## config.mk

```make
export PLATFORM = sky130hd
export DESIGN_NAME = mem_access_unit
export DESIGN_NICKNAME = d
export VERILOG_FILES = /design/src/rtl/mem_access_unit.sv
export SDC_FILE = /design/constraint.sdc
export NUM_CORES = 1
export LEC_CHECK = 0
export ABC_AREA = 1
export BUFFER_PORTS_ARGS = -buffer_cell sky130_fd_sc_hd__buf_4
export CAP_MARGIN = 10
export CORE_MARGIN = 8
export CORE_UTILIZATION = 45
export CTS_BUF_LIST = sky130_fd_sc_hd__clkbuf_2 sky130_fd_sc_hd__clkbuf_4 sky130_fd_sc_hd__clkbuf_8
export CTS_CLUSTER_SIZE = 16
export DETAILED_ROUTE_END_ITERATION = 10
export PLACE_DENSITY = 0.74
export SLEW_MARGIN = 15
export SYNTH_ARGS = -nofsm -noshare
export SYNTH_HDL_FRONTEND = slang
export SYNTH_SLANG_ARGS = --single-unit
```

## constraint.sdc

```tcl
create_clock -name clk -period 4.5 [get_ports clk]
set_clock_uncertainty 0.15 [all_clocks]
set_input_delay 0.225 -clock clk [delete_from_list [all_inputs] [get_ports clk]]
set_output_delay 0.225 -clock clk [all_outputs]
set_load 0.02 [all_outputs]
```

## src/rtl/mem_access_unit.sv

```systemverilog
// mem_access_unit: MEM pipeline stage with a request/ready data-memory port.
// State updates on the falling edge of clk. Reset is asynchronous, active-high.
// Ports:
//   clk, reset, cu_flush               clock, reset, discard the MEM instruction
//   exmem_*                            EX/MEM payload (flags, rd, address/result, store data, load type)
//   mem_byte_w_en                      store byte enables
//   dmem_req/we/addr/wdata/be          data-memory request, held stable while BUSY
//   dmem_ready, dmem_rdata             transaction completion and read data
//   mem_stall, mem_addr_err            upstream freeze and misaligned-access flag (combinational)
//   memwb_reg_w/rd_addr/wdata          registered MEM/WB writeback payload
module mem_access_unit (
   input  logic        clk,
   input  logic        reset,
   input  logic        cu_flush,
   input  logic        exmem_mem_r,
   input  logic        exmem_mem_w,
   input  logic        exmem_reg_w,
   input  logic [4:0]  exmem_rd_addr,
   input  logic [31:0] exmem_alu_res,
   input  logic [31:0] exmem_aligned_rt_data,
   input  logic [3:0]  mem_byte_w_en,
   input  logic [2:0]  exmem_load_sel,
   output logic        dmem_req,
   output logic        dmem_we,
   output logic [31:0] dmem_addr,
   output logic [31:0] dmem_wdata,
   output logic [3:0]  dmem_be,
   input  logic        dmem_ready,
   input  logic [31:0] dmem_rdata,
   output logic        mem_stall,
   output logic        mem_addr_err,
   output logic        memwb_reg_w,
   output logic [4:0]  memwb_rd_addr,
   output logic [31:0] memwb_wdata
);

   localparam int unsigned DATA_W = 32;
   localparam int unsigned RD_W   = 5;
   localparam int unsigned BE_W   = 4;
   localparam int unsigned SEL_W  = 3;

   localparam logic [SEL_W-1:0] SEL_LB  = SEL_W'(1);
   localparam logic [SEL_W-1:0] SEL_LBU = SEL_W'(2);
   localparam logic [SEL_W-1:0] SEL_LH  = SEL_W'(3);
   localparam logic [SEL_W-1:0] SEL_LHU = SEL_W'(4);

   typedef enum logic [1:0] {S_IDLE, S_BUSY, S_DONE} state_t;

   state_t state_q, state_d;

   logic              is_mem, word_cls, half_cls, access;
   logic              drop_q, load_q, regw_q;
   logic [SEL_W-1:0]  lsel_q;
   logic [1:0]        lane_q;
   logic [RD_W-1:0]   rd_q;
   logic [DATA_W-1:0] rdata_q, ld_ext;
   logic [7:0]        ld_byte;
   logic [15:0]       ld_half;

   // Alignment check and access qualification
   always_comb begin
      is_mem   = exmem_mem_r | exmem_mem_w;
      half_cls = (exmem_load_sel == SEL_LH) || (exmem_load_sel == SEL_LHU);
      word_cls = !half_cls && (exmem_load_sel != SEL_LB) && (exmem_load_sel != SEL_LBU);
      mem_addr_err = !reset && is_mem &&
                     ((word_cls && (exmem_alu_res[1:0] != 2'b00)) ||
                      (half_cls && exmem_alu_res[0]));
      access = is_mem && !cu_flush && !mem_addr_err;
   end

   // State register
   always_ff @(negedge clk or posedge reset) begin
      if (reset) state_q <= S_IDLE;
      else       state_q <= state_d;
   end

   // Next state and stall
   always_comb begin
      state_d   = state_q;
      mem_stall = 1'b0;
      case (state_q)
         S_IDLE: begin
            mem_stall = access;
            if (access) state_d = S_BUSY;
         end
         S_BUSY: begin
            mem_stall = 1'b1;
            if (dmem_ready) state_d = S_DONE;
         end
         S_DONE:  state_d = S_IDLE;
         default: state_d = S_IDLE;
      endcase
   end

   // Load lane select and extension from the captured read word
   always_comb begin
      ld_byte = 8'h00;
      ld_ext  = rdata_q;
      case (lane_q)
         2'd0:    ld_byte = rdata_q[7:0];
         2'd1:    ld_byte = rdata_q[15:8];
         2'd2:    ld_byte = rdata_q[23:16];
         default: ld_byte = rdata_q[31:24];
      endcase
      ld_half = lane_q[1] ? rdata_q[31:16] : rdata_q[15:0];
      case (lsel_q)
         SEL_LB:  ld_ext = {{24{ld_byte[7]}}, ld_byte};
         SEL_LBU: ld_ext = {24'h000000, ld_byte};
         SEL_LH:  ld_ext = {{16{ld_half[15]}}, ld_half};
         SEL_LHU: ld_ext = {16'h0000, ld_half};
         default: ld_ext = rdata_q;
      endcase
   end

   // Bus request registers, transaction context and MEM/WB outputs
   always_ff @(negedge clk or posedge reset) begin
      if (reset) begin
         dmem_req      <= 1'b0;
         dmem_we       <= 1'b0;
         dmem_addr     <= '0;
         dmem_wdata    <= '0;
         dmem_be       <= '0;
         drop_q        <= 1'b0;
         load_q        <= 1'b0;
         regw_q        <= 1'b0;
         lsel_q        <= '0;
         lane_q        <= '0;
         rd_q          <= '0;
         rdata_q       <= '0;
         memwb_reg_w   <= 1'b0;
         memwb_rd_addr <= '0;
         memwb_wdata   <= '0;
      end else begin
         case (state_q)
            S_IDLE: if (access) begin
               dmem_req   <= 1'b1;
               dmem_we    <= exmem_mem_w;
               dmem_addr  <= {exmem_alu_res[31:2], 2'b00};
               dmem_wdata <= exmem_aligned_rt_data;
               dmem_be    <= exmem_mem_w ? mem_byte_w_en : BE_W'(4'hF);
               load_q     <= exmem_mem_r & !exmem_mem_w;
               regw_q     <= exmem_reg_w;
               lsel_q     <= exmem_load_sel;
               lane_q     <= exmem_alu_res[1:0];
               rd_q       <= exmem_rd_addr;
               drop_q     <= 1'b0;
            end
            S_BUSY: begin
               // A flush here cannot abort the bus cycle; remember to drop the writeback.
               if (cu_flush) drop_q <= 1'b1;
               if (dmem_ready) begin
                  dmem_req <= 1'b0;
                  dmem_we  <= 1'b0;
                  dmem_be  <= '0;
                  rdata_q  <= dmem_rdata;
               end
            end
            S_DONE:  drop_q <= 1'b0;
            default: drop_q <= 1'b0;
         endcase

         if (!mem_stall) begin
            if (state_q == S_DONE) begin
               memwb_reg_w   <= regw_q & load_q & !drop_q;
               memwb_rd_addr <= rd_q;
               memwb_wdata   <= load_q ? ld_ext : exmem_alu_res;
            end else if (cu_flush) begin
               memwb_reg_w   <= 1'b0;
               memwb_rd_addr <= '0;
               memwb_wdata   <= '0;
            end else begin
               memwb_reg_w   <= exmem_reg_w & !mem_addr_err & !exmem_mem_w;
               memwb_rd_addr <= exmem_rd_addr;
               memwb_wdata   <= exmem_alu_res;
            end
         end
      end
   end

endmodule

```

==> results of run 1 <==
==> placed cells by master, fill, tap and decap left out, types with 2 or more instances in the layout <==
cell	count
a21oi_1	40
buf_12	3
buf_4	234
clkbuf_8	18
clkinv_4	2
clkinvlp_4	3
conb_1	2
dfrtn_1	153
inv_1	117
inv_2	6
inv_6	6
inv_8	2
nand2_1	246
nand2_2	6
nand3_1	113
nand3_2	3
nand3_4	2
nor2_1	161
o21ai_0	135
o21ai_1	6
==> routing by layer <==
layer  GRT usage  share of wire  up-vias
met4      0.0913          0.029        0
met1       0.285           0.44     3417
li1            -              -     3723
met2       0.326           0.45      324
met5           0              0        -
met3      0.0559          0.083       44
==> tightest hold or removal path, stage by stage, from the launching register on <==
cell	delay, ns
dfrtn_1	0.41
nand2_1	0.05
nand2_1	0.05
==> Yosys cell counts, types with 7 or more instances <==
cell type,number,share of area
nand2_1,246,0.12
nor2_1,161,0.078
dfrtn_1,153,0.49
o21ai_0,135,0.087
inv_1,118,0.057
nand3_1,114,0.073
a21oi_1,40,0.026
buf_2,29,0.019
clkbuf_1,26,0.013
buf_4,7,0.0068
inv_2,7,0.0034
==> cells by family after synthesis <==
family	Yosys count	share of synthesized area
simple gates	536	0.286
buf+inv	192	0.104
compound gates	182	0.117
flops	153	0.492
other cells	1	0.000482
==> where the power goes <==
group / internal [W] / leakage, nW / switching, W
clock network: 0.000476 / 0.198 / 0.000590
logic: 0.00104 / 3.33 / 0.00180
registers: 0.00193 / 1.89 / 0.000366
==> registers in the layout (all words and copies together), names as in the netlist, 2 cells and up <==
| register | flops |
|---|---|
| rd_q | 5 |
| dmem_be | 4 |
| state_q | 2 |
| dmem_wdata | 32 |
| memwb_rd_addr | 5 |
| dmem_addr | 30 |
| lsel_q | 3 |
| lane_q | 2 |
| rdata_q | 32 |
| memwb_wdata | 32 |
==> how the worst min path moves through the flow <==
stage          depth (start not counted)                      endpoint
5_1_grt                                2  memwb_rd_addr[1]$_DFFE_NP0N_
6_report                               2  memwb_rd_addr[2]$_DFFE_NP0N_
3_5_place_dp                           2  memwb_rd_addr[2]$_DFFE_NP0N_
2_1_floorplan                          2            regw_q$_DFFE_NP0P_
4_1_cts                                2  memwb_rd_addr[2]$_DFFE_NP0N_
3_3_place_gp                           2  memwb_rd_addr[2]$_DFFE_NP0N_
==> stage by stage <==
stage | cells | utilization | area [sq um] | hold slack, ns | setup WS, ns
2_1_floorplan | 1065 | - | 7780 | 0.264 | 0.0594
3_3_place_gp | 1461 | 0.559 | 9560 | 0.272 | 0.468
3_5_place_dp | 1461 | 0.559 | 9560 | 0.271 | 0.427
4_1_cts | 1493 | 0.582 | 9960 | 0.273 | 0.0520
5_1_grt | 1493 | 0.582 | 9960 | 0.290 | 0.0525
6_report | 1493 | 0.582 | 9960 | 0.268 | 0.158
==> area by class of cell <==
cell class	count	area, sq um	area share
sequential	153	3830	0.384
multi-input combinational	720	3160	0.317
timing repair buffer	237	1820	0.182
inverter	126	479	0.0481
tap	225	282	0.0283
clock buffer	18	248	0.0249
clock inverter	14	154	0.0154
==> key figures, run 1 <==
Outcome
  – Outcome: finished clean

Global routing
  – Initial antenna violation count: 0
  – Largest net degree at the start of global routing: 79
  – Global-route wire length before repair: 37.6 mm
  – Overall routing resource usage: 0.215
  – Vias in the first global route: 7144
  – Grt total ovfl: 0

Timing
  – Slew @ Worst Pin: 0.918 ns
  – RSZ-0062 raised after global routing: no
  – Hold violation total from the final report: 0
  – Final slew viol count: 0
  – Relative slew slack: 0.387
  – Setup TNS: 0 ns
  – Setup violations, final: 0

Yosys
  – Top FF cell, synth: dfrtn_1
  – Syn_area_per_cell: 7.31 sq um
  – Synth Warn #: 0
  – Unique masters post-synth: 25
  – Mapped Area: 7770 sq um
  – Post-synth EDFFs: 0
  – Sequential area share after synthesis: 0.492
  – Synth Register Bits: 153
  – Share of synthesized registers carrying an async set or reset: 1.00
  – Syn Inst Count: 1064

Setup path
  – Critical Path Start Type: flop
  – Crit-path slowest cell: dfrtn_1
  – Crit path max-delay family: buffers and inverters
  – Most Frequent Cell on Critical Path: buf_4
  – CP startpoint: state_q[1]$_DFFE_NP0P_
  – FF-to-FF End: memwb_wdata[5]$_DFFE_NP0N_
  – Critical path type: reg2out
  – Setup crit end: mem_stall
  – CP arrival: 3.97 ns
  – Worst path required time: 4.12 ns
  – CP Depth: 7
  – Cells along the critical path: nor2_1 -> buf_4 -> nand2_1 -> nand2_2 -> buf_4 -> inv_4 -> buf_4
  – Reg2reg start: load_q$_DFFE_NP0P_
  – CP Max Fanout: 16
  – Reg-to-reg setup timing slack: 1.84 ns
  – Critical path buffers and inverters: 4
  – Cell count of the worst reg-to-reg path: 8
  – Crit end category: output port
  – Largest stage delay, worst path: 0.46 ns

Cells and area
  – Layout cell share with drive strength beyond 1: 0.229
  – Area Overhead vs Synth: 28.2%
  – Final net count: 1370
  – Filler cells: 1647
  – Ant. Diodes: 0

CTS
  – Post-CTS sizing: 0
  – CTS H-tree depth: 4
  – Postcts setup bufs: 0
  – TritonCTS Buffers: 17
  – Clock sink count: 153
  – Max clock buf depth: 2
  – CTS clk-pin slew, worst paths: 0.06 ns
  – Clk_lat worst skew: 0.40 ns
  – CTS tree: done
  – Root Driver: clkbuf_8
  – Hold_buf cts: 0

Power and ir drop
  – Max VDD drop: 0.286 mV
  – Power after layout: 0.00620 W
  – Pwr dens: 623 nW/um^2
  – Leakage: 5.42 nW

Floorplan
  – Initial Util: 0.454
  – Die height: 147 um
  – Die Area: 21700 sq um
  – I/O Pins: 225
  – Die Width: 147 um
  – Site Rows: 48
  – Core area: 17100 sq um

Placed design
  – GP Congestion: 0.875
  – Port Buffer Count: 222
  – Final HPWL DP: 16.9 mm

Detailed routing
  – Antenna-violating nets left: 0
  – DR pass1 iterations: 8
  – Remaining DRCs: 0
  – Vias per cell: 5.03
  – WL final: 23.6 mm
  – Drt first-iter violations: 641
  – Via count: 7508
  – Routed WL per cell: 15.8 um

Flow run
  – Max-cap violations: 0

Worst hold path
  – Hold path start: memwb_rd_addr[2]$_DFFE_NP0N_
  – Hold Crit Class: reg2reg
Power figures use the tool's default switching activity.
==> run 2: changes to the inputs <==
Settings changed: ABC_AREA 1 to 0.
==> run 2 against run 1 <==
Global-route usage is 0.64 points higher; hold slack better by 0.011 ns; clock power hardly changed; first-iteration DRC count is 38% lower; utilization is 2.2 points higher; register-to-register slack better by 0.07 ns; critical path type unchanged; largest cell class unchanged; power is 13% higher.
==> key figures, run 2 <==
Yosys
  – Syn Inst Count: 676
  – Sequential area share after synthesis: 0.529
  – Post-synth top area share: 0.529
  – Synth Warn #: 0
  – Synth Register Bits: 153
  – Share of synthesized registers carrying an async set or reset: 1.00
  – Top FF cell, synth: dfrtn_1
  – Unique masters post-synth: 55
  – Area leader, netlist: dfrtn_1
  – Most common cell in the netlist: dfrtn_1
  – Post-synth EDFFs: 0
  – Syn_area_per_cell: 10.7 sq um
  – Post-synth top cells: dfrtn_1 (153), nand2_1 (129), a21oi_1 (49)
  – Mapped Area: 7230 sq um
  – Largest cells by area after synthesis: dfrtn_1 (53%), mux2_2 (7.2%), nand2_1 (6.7%)

Detailed routing
  – Antenna-violating nets left: 0
  – Via count: 6108
  – Remaining DRCs: 0
  – Vias per cell: 5.44
  – Drt first-iter violations: 400
  – DR pass1 iterations: 5
  – WL final: 21.9 mm
  – Routed WL per cell: 19.5 um

CTS
  – CTS tree: done
  – Clk_lat worst skew: 0.40 ns
  – Post-CTS sizing: 0
  – Clock sink count: 153
  – CTS clk-pin slew, worst paths: 0.05 ns
  – CTS H-tree depth: 4
  – Root Driver: clkbuf_8
  – Max clock buf depth: 2
  – TritonCTS Buffers: 17
  – Hold_buf cts: 0
  – Postcts setup bufs: 2

Global routing
  – Vias in the first global route: 6320
  – Largest net degree at the start of global routing: 93
  – Initial antenna violation count: 0
  – Global-route wire length before repair: 35.3 mm
  – Overall routing resource usage: 0.221
  – Grt total ovfl: 0

Timing
  – Setup violations, final: 0
  – RSZ-0062 raised after global routing: no
  – Hold violation total from the final report: 0
  – Relative slew slack: 0.368
  – Slew @ Worst Pin: 0.940 ns
  – Final slew viol count: 0
  – Setup TNS: 0 ns
  – Hold slack: 0.279 ns

Setup path
  – CP Max Fanout: 25
  – Reg-to-reg setup timing slack: 1.91 ns
  – Critical path type: reg2out
  – CP arrival: 3.99 ns
  – Worst path required time: 4.12 ns
  – Crit end category: output port
  – Critical Path Start Type: flop

Floorplan
  – Die Area: 20400 sq um
  – Die Width: 143 um
  – Core area: 15800 sq um
  – Die height: 143 um
  – I/O Pins: 225
  – Initial Util: 0.457
  – Site Rows: 46

Flow run
  – Max-cap violations: 0

Power and ir drop
  – Max VDD drop: 0.339 mV
  – Leakage: 4.43 nW
  – Pwr dens: 737 nW/um^2

Cells and area
  – Final Non-Filler Cells: 1123
  – Most frequent cells in the layout: buf_4 (245), dfrtn_1 (153), nand2_1 (129)
  – Filler cells: 1366
  – Area of the multi-input gates: 3120 sq um
  – Most common cell after layout, fill and taps aside: buf_4
  – Design area: 9560 sq um
  – Largest registers: dmem_wdata: 32 flops, memwb_wdata: 32 flops, rdata_q: 32 flops
  – Storage cell area: 3830 sq um
  – Area Overhead vs Synth: 32.1%
  – Final net count: 1009
  – Layout cell share with drive strength beyond 1: 0.368
  – Ant. Diodes: 0

Placed design
  – Port Buffer Count: 222
  – Placed Area: 9130 sq um
  – DP Cell Count: 1087
  – GP Congestion: 0.897
  – Final HPWL DP: 16.2 mm

Worst hold path
  – Hold Crit Class: reg2reg

Outcome
  – Outcome: finished clean
run 2: cell count changes after synthesis, sizes merged, moves of 16 or more:
| cell | before | now |
|---|---|---|
| nor2 | 162 | 10 |
| nand2 | 253 | 129 |
| inv | 125 | 11 |
| o21ai | 141 | 32 |
| a221o | 0 | 16 |
| mux2 | 0 | 78 |
| nand3 | 118 | 6 |
| buf | 40 | 22 |
run 2: worst max-delay path: stages (launching register included):
cell and delay, ns:
dfrtn_1 0.38, a2111o_2 0.37, and2_4 0.19, clkinv_4 0.19, buf_4 0.19
run 2: power by group:
part           total, W  internal (W)  switching (W)
clock network   0.00105      0.000533       0.000521
registers       0.00259       0.00210       0.000495
logic           0.00339       0.00148        0.00191
total           0.00704       0.00411        0.00293
run 2: cells by family after synthesis:
logic type | synth area share
xor gates and xnor gates | 0.00363
DFF | 0.529
muxes | 0.140
buffers and inverters | 0.0408
AOI/OAI and AO/OA | 0.160
other | 0.000518
and+or+nand+nor | 0.126
run 2: path summary, 6_finish.rpt:
check / startpoint / end / cells past startpoint
hold reg to reg: dmem_wdata[23]$_DFFE_NP0P_ / dmem_wdata[23]$_DFFE_NP0P_ / 1
hold / removal: dmem_wdata[23]$_DFFE_NP0P_ / dmem_wdata[23]$_DFFE_NP0P_ / 1
setup reg to reg: load_q$_DFFE_NP0P_ / memwb_wdata[2]$_DFFE_NP0N_ / 6
min in group asynchronous: reset / memwb_rd_addr[0]$_DFFE_NP0N_ / 3
setup / recovery: state_q[1]$_DFFE_NP0P_ / mem_stall / 4
max in group asynchronous: reset / dmem_wdata[23]$_DFFE_NP0P_ / 3
run 2: routing by layer:
layer	part of all wire	GRT usage
met2	0.47	0.346
met1	0.41	0.277
met3	0.11	0.0888
met5	0	0
met4	0.014	0.0638
run 2: final cells by class:
class / count / share of cell area
clock buffer: 21 / 0.0289
clock inverter: 11 / 0.0126
inverter: 13 / 0.00602
multi-input combinational: 462 / 0.327
sequential: 153 / 0.401
tap: 216 / 0.0283
timing repair buffer: 247 / 0.197
run 2: metrics by stage:
stage                     power [W]   util  setup slack (ns)
after CTS                   0.00708  0.603            0.0860
after global placement      0.00592  0.577            0.0897
after global routing        0.00749  0.604            0.0713
after floorplan             0.00460      -            0.0594
after detailed placement    0.00599  0.577            0.0389
final                       0.00704  0.604             0.130
